File: config.mk
export PLATFORM = sky130hd
export DESIGN_NAME = albacore_control
export DESIGN_NICKNAME = d
export VERILOG_FILES = /design/src/rtl/albacore_control.sv
export SDC_FILE = /design/constraint.sdc
export NUM_CORES = 1
export LEC_CHECK = 0
export ABC_AREA = 1
export BUFFER_PORTS_ARGS = -buffer_cell sky130_fd_sc_hd__buf_2
export CORE_UTILIZATION = 29
export DETAILED_ROUTE_END_ITERATION = 6
export PLACE_DENSITY = 0.5
export SYNTH_ARGS = -nofsm -noshare
export SYNTH_HDL_FRONTEND = slang
export SYNTH_SLANG_ARGS = --single-unit
File: constraint.sdc
create_clock -name clk -period 1.6 [get_ports clk]
set_input_delay 0.08 -clock clk [delete_from_list [all_inputs] [get_ports clk]]
set_output_delay 0.08 -clock clk [all_outputs]
set_load 0.01 [all_outputs]
File: src/rtl/albacore_control.sv
// Multicycle control FSM for the albacore CPU: sequences fetch/decode/execute/memory/write-back
// and drives every datapath select and enable. Outputs are registered copies of the next-state decode.
module albacore_control #(
  parameter logic [3:0] ALU_ADDR    = 4'h8,
  parameter logic [3:0] ALU_BR      = 4'hA,
  parameter logic [3:0] ALU_INC_PC  = 4'hB,
  parameter logic [3:0] ALU_PASS_PC = 4'hD,
  parameter logic [3:0] ALU_PASS_A  = 4'hE
) (
  input  logic       clk,
  input  logic       rst_n,
  input  logic [3:0] opcode,
  input  logic       zero,
  input  logic       neg,
  output logic       s_addr,
  output logic       en_inst,
  output logic       en_a,
  output logic       en_b,
  output logic       en_f,
  output logic       en_mdr,
  output logic       en_pc,
  output logic [3:0] alu_op,
  output logic       s_regfile_din,
  output logic       we_regfile,
  output logic       s_regfile_rw,
  output logic       mem_we,
  output logic       halted,
  output logic [3:0] state
);

  localparam int unsigned STATE_W = 4;

  typedef enum logic [STATE_W-1:0] {
    S_START   = 4'd0,
    S_FETCH   = 4'd1,
    S_DECODE  = 4'd2,
    S_EXEC    = 4'd3,
    S_WB_ALU  = 4'd4,
    S_MEM_RD  = 4'd5,
    S_WB_MEM  = 4'd6,
    S_MEM_WR  = 4'd7,
    S_BR_TAKE = 4'd8,
    S_WB_LINK = 4'd9,
    S_HALT    = 4'd10
  } state_t;

  typedef struct packed {
    logic       s_addr;
    logic       en_inst;
    logic       en_a;
    logic       en_b;
    logic       en_f;
    logic       en_mdr;
    logic       en_pc;
    logic [3:0] alu_op;
    logic       s_regfile_din;
    logic       we_regfile;
    logic       s_regfile_rw;
    logic       mem_we;
    logic       halted;
  } ctrl_t;

  state_t state_q;
  state_t nxt;
  ctrl_t  ctrl_q;
  logic   take;
  logic   flag;

  // Branch condition for BZ/BN, sampled while in EXEC.
  assign flag = (opcode == 4'hB) ? zero : neg;

  function automatic state_t next_of(input state_t s, input logic [3:0] op, input logic f,
                                     input logic tk);
    state_t n;
    n = S_START;
    case (s)
      S_START:   n = S_FETCH;
      S_FETCH:   n = S_DECODE;
      S_DECODE:  n = S_EXEC;
      S_EXEC: begin
        case (op)
          4'h8:         n = S_MEM_RD;
          4'h9:         n = S_MEM_WR;
          4'hA, 4'hE:   n = S_FETCH;
          4'hB, 4'hC:   n = f ? S_BR_TAKE : S_FETCH;
          4'hD:         n = S_WB_LINK;
          4'hF:         n = S_HALT;
          default:      n = S_WB_ALU;
        endcase
      end
      S_WB_ALU:  n = S_FETCH;
      S_MEM_RD:  n = S_WB_MEM;
      S_WB_MEM:  n = S_FETCH;
      S_MEM_WR:  n = S_FETCH;
      // take is always set on entry; a clear flag here can only mean corrupted state.
      S_BR_TAKE: n = tk ? S_FETCH : S_START;
      S_WB_LINK: n = S_FETCH;
      S_HALT:    n = S_HALT;
      default:   n = S_START;
    endcase
    return n;
  endfunction

  function automatic ctrl_t decode(input state_t s, input logic [3:0] op);
    ctrl_t c;
    c = '0;
    case (s)
      S_FETCH: begin
        c.en_inst = 1'b1;
        c.en_pc   = 1'b1;
        c.alu_op  = ALU_INC_PC;
      end
      S_DECODE: begin
        c.en_a = 1'b1;
        c.en_b = 1'b1;
      end
      S_EXEC: begin
        case (op)
          4'h8, 4'h9: begin
            c.alu_op = ALU_ADDR;
            c.en_f   = 1'b1;
          end
          4'hA: begin
            c.alu_op = ALU_BR;
            c.en_pc  = 1'b1;
          end
          4'hB, 4'hC: c.alu_op = ALU_PASS_A;
          4'hD: begin
            c.alu_op = ALU_PASS_PC;
            c.en_f   = 1'b1;
          end
          4'hE: begin
            c.alu_op = ALU_PASS_A;
            c.en_pc  = 1'b1;
          end
          4'hF: c = '0;
          default: begin
            c.alu_op = op;
            c.en_f   = 1'b1;
          end
        endcase
      end
      S_WB_ALU: c.we_regfile = 1'b1;
      S_MEM_RD: begin
        c.s_addr = 1'b1;
        c.en_mdr = 1'b1;
      end
      S_WB_MEM: begin
        c.we_regfile    = 1'b1;
        c.s_regfile_din = 1'b1;
      end
      S_MEM_WR: begin
        c.s_addr = 1'b1;
        c.mem_we = 1'b1;
      end
      S_BR_TAKE: begin
        c.alu_op = ALU_BR;
        c.en_pc  = 1'b1;
      end
      S_WB_LINK: begin
        c.we_regfile   = 1'b1;
        c.s_regfile_rw = 1'b1;
        c.alu_op       = ALU_BR;
        c.en_pc        = 1'b1;
      end
      S_HALT:  c.halted = 1'b1;
      default: c = '0;
    endcase
    return c;
  endfunction

  assign nxt = next_of(state_q, opcode, flag, take);

  // State, branch flag and the registered output decode of the state being entered.
  always_ff @(posedge clk or negedge rst_n) begin
    if (!rst_n) begin
      state_q <= S_START;
      take    <= 1'b0;
      ctrl_q  <= '0;
    end else begin
      state_q <= nxt;
      ctrl_q  <= decode(nxt, opcode);
      if (state_q == S_EXEC && (opcode == 4'hB || opcode == 4'hC)) begin
        take <= flag;
      end
    end
  end

  assign s_addr        = ctrl_q.s_addr;
  assign en_inst       = ctrl_q.en_inst;
  assign en_a          = ctrl_q.en_a;
  assign en_b          = ctrl_q.en_b;
  assign en_f          = ctrl_q.en_f;
  assign en_mdr        = ctrl_q.en_mdr;
  assign en_pc         = ctrl_q.en_pc;
  assign alu_op        = ctrl_q.alu_op;
  assign s_regfile_din = ctrl_q.s_regfile_din;
  assign we_regfile    = ctrl_q.we_regfile;
  assign s_regfile_rw  = ctrl_q.s_regfile_rw;
  assign mem_we        = ctrl_q.mem_we;
  assign halted        = ctrl_q.halted;
  assign state         = state_q;

endmodule

==> flow_metrics.env <==
export IMPL_initial_core_util_pct=31.6
export IMPL_core_area_um2=3180
export IMPL_cts_buffers_inserted=3
export IMPL_synthXorXnorAreaFrac_pct=0
export IMPL_layout_drive_gt1_share_pct=40.1
export IMPL_synth_compound_area_share_pct=10.6
export IMPL_dpl_cell_count=186
export IMPL_crit_chain="inv_1 -> a21oi_1 -> nor3_2 -> a21oi_2 -> nand2_2 -> nand2_1"
export IMPL_ioPinCount=28
export IMPL_clock_path_buffers=2
export IMPL_worstSetupStartpoint="state[2]$_DFF_PN0_"
export IMPL_report_final_setup_viol=0
export IMPL_maxCapViolCount=0
export IMPL_num_rows=20
export IMPL_clkSlewWorstSetupHoldPaths_ns=0.11
export IMPL_critPathMaxFanout=5
export IMPL_yosys_area_top_type="dfrtp_1"
export IMPL_r2r_end="alu_op[0]$_DFF_PN0_"
export IMPL_drt_iter0_markers=12
export IMPL_clockRootBuffer="clkbuf_4"
export IMPL_slowest_delay_ns=0.44
export IMPL_synth_adder_area_share_pct=0
export IMPL_drc_errors=0
export IMPL_die_x_um=60.8
export IMPL_syn_cell_area_um2=1000
export IMPL_overflow=0
export IMPL_stdcell_count=191
export IMPL_crit_slowest_cell="dfrtp_1"
export IMPL_powerDensity_nw_per_um2=1830
export IMPL_place_gp_congestion=0.800
export IMPL_grt_pass1_wl_um=3390
export IMPL_grt_max_degree=21
export IMPL_worstHoldPathType="input port to flip-flop"
export IMPL_min_period_ns=1.43
export IMPL_synthSimpleGateAreaFrac_pct=30.2
export IMPL_vdd_drop_max_mv=0.413
export IMPL_p_leak_uw=0.000703
export IMPL_cp_arrival_ns=1.61
export IMPL_dp_hpwl_um=1690
export IMPL_r2r_slack_ns=0.17
export IMPL_switchingPower_uw=1010
export IMPL_required_ns=1.79
export IMPL_use_met1_pct=16.8
export IMPL_syn_avg_cell_area_um2=8.65
export IMPL_clkLatencyLatePin_ns=0.29
export IMPL_port_buffers=27
export IMPL_antenna_found_initial=0
export IMPL_area_growth_pct=23.2
export IMPL_fillerInstances=353
export IMPL_worst_slew_pin_slew_ns=0.448
export IMPL_grt_busiest_layer="met2"
export IMPL_postSynth_asyncResetShare_pct=100
export IMPL_cts_tree="yes"
export IMPL_min_from="opcode[2]"
export IMPL_rsz0062_at_grt="false"
export IMPL_grtUsageTotal_pct=12.7
export IMPL_synth_edff_count=0
export IMPL_r2r_start="state[2]$_DFF_PN0_"
export IMPL_finalInstanceArea_um2=1240
export IMPL_fin_crit_sh_pct=89.2
export IMPL_use_met2_pct=19.6
export IMPL_post_synth_top_count_cell="nand2_1"
export IMPL_crit_family="simple AND/OR/NAND/NOR gates"
export IMPL_die_area_um2=3700
export IMPL_synthesis_instances=116
export IMPL_outcome="finished, final reports clean"
export IMPL_yosysTopAreaCellShare_pct=49.9
export IMPL_p_sw_share_pct=44.9
export IMPL_cts_sinks=20
export IMPL_maxSlewViolCount=0
export IMPL_placed_area_um2=1190
export IMPL_dr_pass1_iters=4
export IMPL_crit_type="flip-flop to flip-flop"
export IMPL_synth_area_leaders="dfrtp_1 50%, nand2_1 9.0%, a21oi_1 4.5%"
export IMPL_yosysSeqAreaShare_pct=49.9
export IMPL_p_clk_share_pct=12.5
export IMPL_hold_depth=3
export IMPL_synth_top_family_by_area="simple AND/OR/NAND/NOR gates"
export IMPL_ys_warnings_count=0
export IMPL_nNetsFinal=156
export IMPL_num_antenna_cells=0
export IMPL_ys_top_cells_by_count="24 x nand2_1, 20 x dfrtp_1, 12 x inv_1, 9 x a21oi_1, 8 x nor2_1"
export IMPL_final_antenna_net_count=0
export IMPL_critPathCaptureType="flip-flop"
export IMPL_synth_area_mux_share_pct=0.998
export IMPL_fp_dieH_um=60.8
export IMPL_h_tree_depth=1
export IMPL_grt_pass1_vias=798
export IMPL_fmax_mhz=701
export IMPL_drt_total_wl_um=2070
export IMPL_vias=849
export IMPL_whs_ns=0.112
export IMPL_fin_skew_ns=0.00116
export IMPL_seqPwrFrac_pct=35.1
export IMPL_min_delay_worst_endpoint="alu_op[2]$_DFF_PN0_"
export IMPL_post_drt_wl_per_cell_um=10.9
export IMPL_slew_headroom_pct=70.2
export IMPL_hold_viol=0
export IMPL_synthFlopType="dfrtp_1"
export IMPL_synth_cell_types=23
export IMPL_ys_ff_latch=20
export IMPL_p_int_uw=1240
export IMPL_combPwrFrac_pct=52.5
export IMPL_crit_path_start_kind="flip-flop"
export IMPL_grtUsageMet3_pct=2.56
export IMPL_via_per_inst=4.45
export IMPL_cp_num_buf_inv=1
export IMPL_r2r_cells=6
export IMPL_setup_tns_ns=0
export IMPL_syn_num_nets=124
==> logic make-up (layout without fill, tap and decap cells) <==
family,Yosys count,after routing
simple gates,58,58
flops,20,20
mux,1,1
buf+inv,21,52
compound gates,16,16
==> stage by stage <==
| step | utilization (%) | worst slack, ns | power [uW] |
|---|---|---|---|
| 2_1_floorplan | - | 0.235 | 1640 |
| 3_3_place_gp | 37.3 | 0.108 | 1960 |
| 3_5_place_dp | 37.3 | 0.131 | 1990 |
| 4_1_cts | 38.8 | 0.102 | 2280 |
| 5_1_grt | 38.9 | 0.0337 | 2470 |
| 6_report | 38.9 | 0.174 | 2260 |
==> per-layer routing <==
| layer | vias up | wire (um) |
|---|---|---|
| met4 | 0 | 19 |
| met2 | 25 | 991 |
| met3 | 2 | 96 |
| met1 | 392 | 967 |
| met5 | - | 0 |
| li1 | 430 | - |
==> power groups by stage <==
stage / clock [uW] / sequential (uW) / combinational [uW]
6_report: 281 / 791 / 1180
5_1_grt: 315 / 817 / 1340
4_1_cts: 292 / 794 / 1190
3_5_place_dp: 0 / 806 / 1180
3_3_place_gp: 0 / 791 / 1170
2_1_floorplan: 0 / 877 / 761
==> placed cells by master, fill, tap and decap left out <==
| cell | n |
|---|---|
| nand2_1 | 24 |
| nand3_2 | 1 |
| a211oi_1 | 3 |
| nor2_2 | 2 |
| clkbuf_8 | 1 |
| inv_1 | 12 |
| mux2i_1 | 1 |
| inv_2 | 7 |
| nor2_1 | 8 |
| a21oi_2 | 2 |
| nand3_1 | 7 |
| dlygate4sd3_1 | 1 |
| dfrtp_1 | 20 |
| buf_2 | 27 |
| nand2_2 | 7 |
| o21ai_2 | 1 |
| a21oi_1 | 8 |
| nor3_1 | 2 |
| nor2_4 | 2 |
| nand2_4 | 1 |
| a21oi_4 | 1 |
| nor3_2 | 3 |
| or4_1 | 1 |
| o21ai_0 | 1 |
| clkinv_2 | 1 |
| clkbuf_4 | 3 |
==> registers in the layout, indices dropped and copies added (netlist names) <==
register       cells
s_regfile_din      1
mem_we             1
en_pc              1
halted             1
s_addr             1
en_a               1
state              4
s_regfile_rw       1
take               1
en_mdr             1
en_inst            1
alu_op             4
en_f               1
we_regfile         1
==> worst register-to-register path, stage by stage, from the launching register on <==
cell     delay, ns
dfrtp_1       0.44
inv_1         0.15
a21oi_1       0.10
nor3_2        0.37
a21oi_2       0.11
nand2_2       0.11
nand2_1       0.06
==> layout make-up <==
class                      count  area, um2  share of cell area, %
clock buffer                   4       36.3                   2.94
timing repair buffer          28        145                   11.7
multi-input combinational     75        423                   34.2
tap                           44       55.1                   4.45
sequential                    20        500                   40.5
inverter                      20       76.3                   6.17
==> repair_timing <==
action | 4_1_cts | 5_1_grt
setup buffers | 0 | 0
gates resized for setup | 0 | 1
endpoints found under the hold margin | 20 | 0
hold buffers | 1 | 0
endpoints found under the setup margin | 0 | 5
==> worst max-delay path by stage <==
stage	to	slack, ns	cells after the start
floorplan	alu_op[0]$_DFF_PN0_	0.24	8
global placement	alu_op[0]$_DFF_PN0_	0.11	8
detailed placement	alu_op[0]$_DFF_PN0_	0.13	8
CTS	alu_op[0]$_DFF_PN0_	0.10	8
global route	alu_op[3]$_DFF_PN0_	0.03	8
finish	alu_op[0]$_DFF_PN0_	0.17	6
Power figures use the tool's default switching activity.
